===== src/rtl/fifo_rd_arbiter_if.sv =====
// fifo_rd_arbiter_if: COREFIFO read-side and output-stream bundle.
// master = arbiter side, slave = FIFOs plus downstream consumer.
interface fifo_rd_arbiter_if #(
  parameter int NUM_CH = 4,
  parameter int DWIDTH = 4
);
  localparam int CW = $clog2(NUM_CH);

  logic [NUM_CH-1:0]        FIFO_EMPTY;
  logic [NUM_CH*DWIDTH-1:0] FIFO_Q;
  logic [NUM_CH-1:0]        FIFO_RE;
  logic [DWIDTH-1:0]        OUT_DATA;
  logic [CW-1:0]            OUT_CH;
  logic                     OUT_VALID;
  logic                     OUT_READY;
  logic                     BUSY;

  modport master (
    input  FIFO_EMPTY, FIFO_Q, OUT_READY,
    output FIFO_RE, OUT_DATA, OUT_CH,
    output OUT_VALID, BUSY
  );

  modport slave (
    output FIFO_EMPTY, FIFO_Q, OUT_READY,
    input  FIFO_RE, OUT_DATA, OUT_CH,
    input  OUT_VALID, BUSY
  );
endinterface


===== src/rtl/fifo_rd_arbiter.sv =====
// fifo_rd_arbiter: round-robin burst reader over NUM_CH COREFIFOs.
// Optional word counter: define FIFO_RD_ARBITER_STATS_EN.
module fifo_rd_arbiter #(
  parameter int NUM_CH    = 4,
  parameter int DWIDTH    = 4,
  parameter int BURST_LEN = 8
) (
  input  logic CLK,
  input  logic RESET,
`ifdef FIFO_RD_ARBITER_STATS_EN
  input  logic        STAT_CLR,
  output logic [15:0] WORD_CNT,
`endif
  fifo_rd_arbiter_if.master bus
);
  localparam int CW = $clog2(NUM_CH);
  localparam int BW = $clog2(BURST_LEN + 1);

  typedef enum logic {S_IDLE, S_BURST} state_t;

  state_t            r_state;
  state_t            w_state_nxt;
  logic [CW-1:0]     r_grant;
  logic [CW-1:0]     r_last_grant;
  logic [CW-1:0]     r_if_ch;
  logic [CW-1:0]     w_sel;
  logic              w_found;
  logic [BW-1:0]     r_burst_cnt;
  logic              r_inflight;
  logic [1:0]        r_buf_cnt;
  logic [DWIDTH-1:0] r_buf_data [2];
  logic [CW-1:0]     r_buf_ch [2];
  logic              w_pop;
  logic              w_push;
  logic              w_room;
  logic              w_re_any;
  logic              w_gempty;
  logic [NUM_CH-1:0] w_re;
  logic [2:0]        w_occ;
  logic [DWIDTH-1:0] w_q;

  function automatic logic [CW-1:0] f_wrap(
    input logic [CW-1:0] b,
    input int            k
  );
    int s;
    s = int'(b) + k;
    if (s >= NUM_CH) s = s - NUM_CH;
    return CW'(s);
  endfunction

  assign w_pop    = bus.OUT_VALID & bus.OUT_READY;
  assign w_push   = r_inflight;
  assign w_gempty = bus.FIFO_EMPTY[r_grant];
  assign w_occ    = {1'b0, r_buf_cnt} + {2'b00, r_inflight};
  // a new RE must still fit once the in-flight word lands
  assign w_room   = w_occ < (3'd2 + {2'b00, w_pop});

  // first non-empty channel after last_grant; lowest k wins
  always_comb begin
    w_found = 1'b0;
    w_sel   = r_last_grant;
    for (int k = NUM_CH; k >= 1; k--) begin
      if (!bus.FIFO_EMPTY[f_wrap(r_last_grant, k)]) begin
        w_found = 1'b1;
        w_sel   = f_wrap(r_last_grant, k);
      end
    end
  end

  // mux the Q of the channel whose word is landing
  always_comb begin
    w_q = '0;
    for (int i = 0; i < NUM_CH; i++) begin
      if (r_if_ch == CW'(i)) w_q = bus.FIFO_Q[i*DWIDTH +: DWIDTH];
    end
  end

  // state register
  always_ff @(posedge CLK) begin
    if (RESET) r_state <= S_IDLE;
    else       r_state <= w_state_nxt;
  end

  // next state and read enable
  always_comb begin
    w_state_nxt = r_state;
    w_re        = '0;
    w_re_any    = 1'b0;
    unique case (r_state)
      S_IDLE: begin
        if (w_found) w_state_nxt = S_BURST;
      end
      S_BURST: begin
        w_re_any = !w_gempty && w_room && !RESET;
        if (w_re_any) begin
          w_re[r_grant] = 1'b1;
          if (r_burst_cnt == BW'(BURST_LEN - 1))
            w_state_nxt = S_IDLE;
        end else if (w_gempty) begin
          w_state_nxt = S_IDLE;
        end
      end
      default: w_state_nxt = S_IDLE;
    endcase
  end

  // grant, burst count and in-flight tracking
  always_ff @(posedge CLK) begin
    if (RESET) begin
      r_grant      <= '0;
      r_last_grant <= CW'(NUM_CH - 1);
      r_burst_cnt  <= '0;
      r_inflight   <= 1'b0;
      r_if_ch      <= '0;
    end else begin
      r_inflight <= w_re_any;
      if (w_re_any) r_if_ch <= r_grant;
      if (r_state == S_IDLE && w_found) begin
        r_grant     <= w_sel;
        r_burst_cnt <= '0;
      end else if (w_re_any) begin
        r_burst_cnt <= r_burst_cnt + 1'b1;
      end
      if (r_state == S_BURST && w_state_nxt == S_IDLE)
        r_last_grant <= r_grant;
    end
  end

  // two-entry output buffer, head at index 0
  always_ff @(posedge CLK) begin
    if (RESET) begin
      r_buf_cnt     <= '0;
      r_buf_data[0] <= '0;
      r_buf_data[1] <= '0;
      r_buf_ch[0]   <= '0;
      r_buf_ch[1]   <= '0;
    end else begin
      unique case ({w_push, w_pop})
        2'b10: begin
          r_buf_data[r_buf_cnt[0]] <= w_q;
          r_buf_ch[r_buf_cnt[0]]   <= r_if_ch;
          r_buf_cnt                <= r_buf_cnt + 2'd1;
        end
        2'b01: begin
          r_buf_data[0] <= r_buf_data[1];
          r_buf_ch[0]   <= r_buf_ch[1];
          r_buf_cnt     <= r_buf_cnt - 2'd1;
        end
        2'b11: begin
          if (r_buf_cnt == 2'd1) begin
            r_buf_data[0] <= w_q;
            r_buf_ch[0]   <= r_if_ch;
          end else begin
            r_buf_data[0] <= r_buf_data[1];
            r_buf_ch[0]   <= r_buf_ch[1];
            r_buf_data[1] <= w_q;
            r_buf_ch[1]   <= r_if_ch;
          end
        end
        default: ;
      endcase
    end
  end

  assign bus.FIFO_RE   = w_re;
  assign bus.OUT_DATA  = r_buf_data[0];
  assign bus.OUT_CH    = r_buf_ch[0];
  assign bus.OUT_VALID = (r_buf_cnt != 2'd0);
  assign bus.BUSY      = (r_state == S_BURST) | r_inflight
                       | (r_buf_cnt != 2'd0);

`ifdef FIFO_RD_ARBITER_STATS_EN
  logic [15:0] r_word_cnt;

  // saturating count of accepted words; clear has priority
  always_ff @(posedge CLK) begin
    if (RESET || STAT_CLR)
      r_word_cnt <= '0;
    else if (w_pop && r_word_cnt != 16'hFFFF)
      r_word_cnt <= r_word_cnt + 16'd1;
  end

  assign WORD_CNT = r_word_cnt;
`endif
endmodule


===== src/flat_wrapper.sv =====
// flat-port wrapper written by rule: the top's interface ports become plain ports
module fifo_rd_arbiter_flat 
#(
  parameter int NUM_CH    = 4,
  parameter int DWIDTH    = 4,
  parameter int BURST_LEN = 8
)
  (CLK, RESET, bus_FIFO_EMPTY, bus_FIFO_Q, bus_OUT_READY, bus_FIFO_RE, bus_OUT_DATA, bus_OUT_CH, bus_OUT_VALID, bus_BUSY);
  fifo_rd_arbiter_if #(.NUM_CH(NUM_CH), .DWIDTH(DWIDTH)) bus_i ();
  input  logic CLK;
  input  logic RESET;
  input wire logic [$bits(bus_i.FIFO_EMPTY)-1:0] bus_FIFO_EMPTY;
  input wire logic [$bits(bus_i.FIFO_Q)-1:0] bus_FIFO_Q;
  input wire logic [$bits(bus_i.OUT_READY)-1:0] bus_OUT_READY;
  output wire logic [$bits(bus_i.FIFO_RE)-1:0] bus_FIFO_RE;
  output wire logic [$bits(bus_i.OUT_DATA)-1:0] bus_OUT_DATA;
  output wire logic [$bits(bus_i.OUT_CH)-1:0] bus_OUT_CH;
  output wire logic [$bits(bus_i.OUT_VALID)-1:0] bus_OUT_VALID;
  output wire logic [$bits(bus_i.BUSY)-1:0] bus_BUSY;
  assign bus_i.FIFO_EMPTY = bus_FIFO_EMPTY;
  assign bus_i.FIFO_Q = bus_FIFO_Q;
  assign bus_i.OUT_READY = bus_OUT_READY;
  assign bus_FIFO_RE = bus_i.FIFO_RE;
  assign bus_OUT_DATA = bus_i.OUT_DATA;
  assign bus_OUT_CH = bus_i.OUT_CH;
  assign bus_OUT_VALID = bus_i.OUT_VALID;
  assign bus_BUSY = bus_i.BUSY;
  fifo_rd_arbiter #(.NUM_CH(NUM_CH), .DWIDTH(DWIDTH), .BURST_LEN(BURST_LEN)) u_core (.CLK(CLK), .RESET(RESET), .bus(bus_i));
endmodule

===== config.mk =====
export PLATFORM = sky130hd
export DESIGN_NAME = fifo_rd_arbiter_flat
export DESIGN_NICKNAME = d
export VERILOG_FILES = /design/src/rtl/fifo_rd_arbiter_if.sv /design/src/rtl/fifo_rd_arbiter.sv /design/src/flat_wrapper.sv
export SDC_FILE = /design/constraint.sdc
export NUM_CORES = 1
export LEC_CHECK = 0
export ABC_AREA = 1
export ABC_CLOCK_PERIOD_IN_PS = 3500
export CAP_MARGIN = 10
export CELL_PAD_IN_SITES_DETAIL_PLACEMENT = 1
export CELL_PAD_IN_SITES_GLOBAL_PLACEMENT = 1
export CORE_MARGIN = 3
export CORE_UTILIZATION = 35
export CTS_CLUSTER_DIAMETER = 40
export DETAILED_ROUTE_END_ITERATION = 16
export GPL_TIMING_DRIVEN = 0
export PLACE_DENSITY_LB_ADDON = 0.1
export SLEW_MARGIN = 20
export SYNTH_ARGS = -nofsm -noshare
export SYNTH_HDL_FRONTEND = slang
export SYNTH_SLANG_ARGS = --single-unit

===== constraint.sdc =====
create_clock -name CLK -period 3.5 [get_ports CLK]
set_clock_uncertainty 0.1 [all_clocks]
set_input_delay 0.875 -clock CLK [delete_from_list [all_inputs] [get_ports CLK]]
set_output_delay 0.875 -clock CLK [all_outputs]
set_load 0.02 [all_outputs]

==> metrics.md <==
| Metric | Value |
|---|---|
| Ranking of synthesized cells by area | `edfxtp_1, dfxtp_1, nand2_1` |
| Warnings, synthesis | `0` |
| # H-tree levels | `1` |
| Vias in the first global route | `about 1500` |
| Wire per inst | `around 13 um` |
| Setup TNS | `0 ns` |
| Syn Area/Cell | `between 7 and 8 um2` |
| CTS Buf Count | `3` |
| Layout cell share with drive strength beyond 1 | `0.1323` |
| Clock period minus worst slack | `about 3.3 ns` |
| Vias | `around 1500` |
| Area growth syn-to-layout | `27.42%` |
| Die Ht | `between 70 and 80 um` |
| Starting density of the core | `0.3722` |
| Cell accounting for the most synthesized area | `edfxtp_1` |
| Pin count of the biggest net entering global routing | `16` |
| CP required | `approximately 2.5 ns` |
| CTS tree | `yes` |
| Worst slew pin tran | `slightly above 0.9 ns` |
| Post-synthesis sequential area ratio | `0.3847` |
| Cells after DPL | `about 310` |
| Hold Slack | `around 0.36 ns` |
| Unrepaired setup endpoints after global routing | `no` |
| Filler-free cell count of the finished design | `between 300 and 400` |
| Pre-CTS setup slack | `-0.2718 ns` |
| DRT iter0 DRCs | `92` |
| # rows | `24` |
| Count of final setup violators | `0` |
| DRT Pass-1 Iters | `4` |
| Clock tree buffer depth | `2` |
| Crit path launch type | `primary input` |
| First-pass GRT wire length | `slightly below 7 mm` |
| Core ar. | `around 4500 um2` |
| HP Class | `reg -> reg` |
| CTS Hold Bufs | `0` |
| Final Max Slew Viols | `0` |
| Synth unique cells | `29` |
| Slew margin rel. | `0.3670` |
| Drt total wl | `slightly below 4 mm` |
| Worst Slack Setup Final | `~0.16 ns` |
| Fmax | `around 300 MHz` |
| Total Nets Final | `~290` |
| Syn nets | `~250` |
| Synth top area share | `0.2164` |
| Status | `complete, no violations` |
| Pleak | `between 0.9 and 1 nW` |
| Setup crit end kind | `output pin` |
| Antenna viol nets, final | `0` |
| Ant diodes | `0` |
| Placer Congestion | `about 0.75` |
| Initial antenna violation count | `0` |
| Design area | `about 2100 um2` |
| Worst skew pair latency | `0.27 ns` |
| Max Cap Violations | `0` |
| Via density per instance | `approximately 5.0` |
| Crit-path max FO | `8` |
| Final Cycle Share | `0.9542` |
| WP data arrival | `about 2.4 ns` |
| Placed cell areas | `2071 um2` |
| GRT Residual Overflow | `0` |
| Clock-pin slew on the worst setup and hold paths | `around 0.090 ns` |
| Clock root buffer | `clkbuf_8` |
| Hpwl dp | `around 3.2 mm` |
| Total Routing Usage GR | `0.1579` |
| IO Pins | `35` |
| Setup Buffers After CTS | `0` |
| Post-Synthesis Cells | `about 220` |
| PwrDens | `approximately 540 nW/um2` |
| Peak supply drop | `~0.00024 V` |
| Die X | `between 70 and 80 um` |
| Crit path kind | `in -> out` |
| Die Area | `approximately 5600 um2` |
| CTS sink count | `26` |
| Number of synthesized register bits | `26` |
| Mapped cell area | `approximately 1700 um2` |
| Fill cells | `around 590` |
| DR DRC count | `0` |
| Hold Vio Cnt, Final | `0` |
| IO Port Bufs | `34` |
-- per-layer routing --
layer  wire length, um  track usage
met5                 0            0
met4                25      0.02964
met3               162      0.02804
met2              1893       0.2727
met1              1868       0.2076
-- cells in the final DEF (no fill, tap or decap), types with 2 or more instances in the layout --
cell	instances
nor2_1	17
xor2_1	2
edfxtp_1	12
nand2_4	2
buf_2	4
inv_2	4
a21oi_1	10
clkbuf_8	3
o21ai_1	7
nand3_2	2
nand4_1	3
ha_1	5
clkbuf_2	4
nand2_2	2
buf_6	3
clkdlybuf4s50_1	30
dfxtp_1	14
nand3_1	32
o21ai_0	11
inv_1	25
nand2_1	53
-- kinds of logic after synthesis --
group,Yosys count,share of synthesized area
AO/OA/AOI/OAI,34,0.1255
XOR/XNOR,2,0.01052
adder cells (fa/ha/maj),5,0.03757
buffers and inverters,36,0.09767
flip-flops,26,0.3847
AND/OR/NAND/NOR,116,0.3441
-- through the flow --
step / power (W) / util
floorplan: 0.0007465 / -
global placement: 0.0008917 / 0.4628
detailed placement: 0.0009018 / 0.4628
CTS: 0.001153 / 0.4779
global route: 0.001224 / 0.4743
finish: 0.001137 / 0.4743
-- synthesized netlist by cell type --
library cell and instances:
o211ai_2 1, nor3_4 1, buf_2 4, o21ai_0 11, dfxtp_1 14, a21oi_1 10, nand3_2 2, o31ai_2 1
nand2_2 2, o21ai_1 7, nand4_2 1, buf_6 3, nor3_2 1, nand3_1 32, o21a_1 1, ha_1 5
o21ai_2 1, nor2_1 17, xor2_1 2, nand2_1 53, edfxtp_1 12, nand4_1 3, inv_2 4, nand3_4 1
inv_1 25, o21bai_4 1, nor2_8 1, o311ai_0 1, nand2_4 2
-- worst max-delay path: stages --
cell,delay [ns]
clkdlybuf4s50_1,0.51
nand2_4,0.10
o21ai_2,0.16
nand3_4,0.15
nor2_8,0.16
nand3_2,0.12
nor2_1,0.12
clkbuf_2,0.17
-- registers in the layout (all words and copies together), names as in the netlist --
| name | cells |
|---|---|
| u_core.r_buf_data | 8 |
| u_core.r_burst_cnt | 4 |
| u_core.r_state | 1 |
| u_core.r_buf_ch | 4 |
| u_core.r_if_ch | 2 |
| u_core.r_grant | 2 |
| u_core.r_buf_cnt | 2 |
| u_core.r_last_grant | 2 |
| u_core.r_inflight | 1 |
-- final timing paths --
kind	start	to	slack [ns]	cells after the start
worst max-delay path	bus_OUT_READY	bus_FIFO_RE[2]	0.16	8
worst min-delay path	u_core.r_burst_cnt[3]	u_core.r_burst_cnt[3]	0.36	2
worst max register to register	u_core.r_buf_cnt[0]	u_core.r_buf_data[1][3]	1.30	5
worst min register to register	u_core.r_burst_cnt[3]	u_core.r_burst_cnt[3]	0.36	2
-- repair_timing --
action | 4_1_cts | 5_1_grt
endpoints found under the setup margin | 4 | 4
pin swaps | 0 | 0
resized for setup | 5 | 7
hold endpoints to repair | 0 | 0
-- area by class of cell --
class                   count  area, um2  area share
multi-input cells         157      862.1      0.4062
inverters                  29      108.9     0.05130
well taps                  52      65.06     0.03066
clock buffers               3      41.29     0.01946
repair buffers             34      320.3      0.1509
clock inverters             1      30.03     0.01415
flip-flops and latches     26      640.6      0.3019
plain buffers               7      53.80     0.02535
-- power breakdown --
part	internal [W]	switching (W)	leakage, nW
Clock	0.000153	0.0000993	0.0357
Combinational	0.000194	0.000291	0.666
Sequential	0.000368	0.0000325	0.240
(Power assumes the default switching activity.)
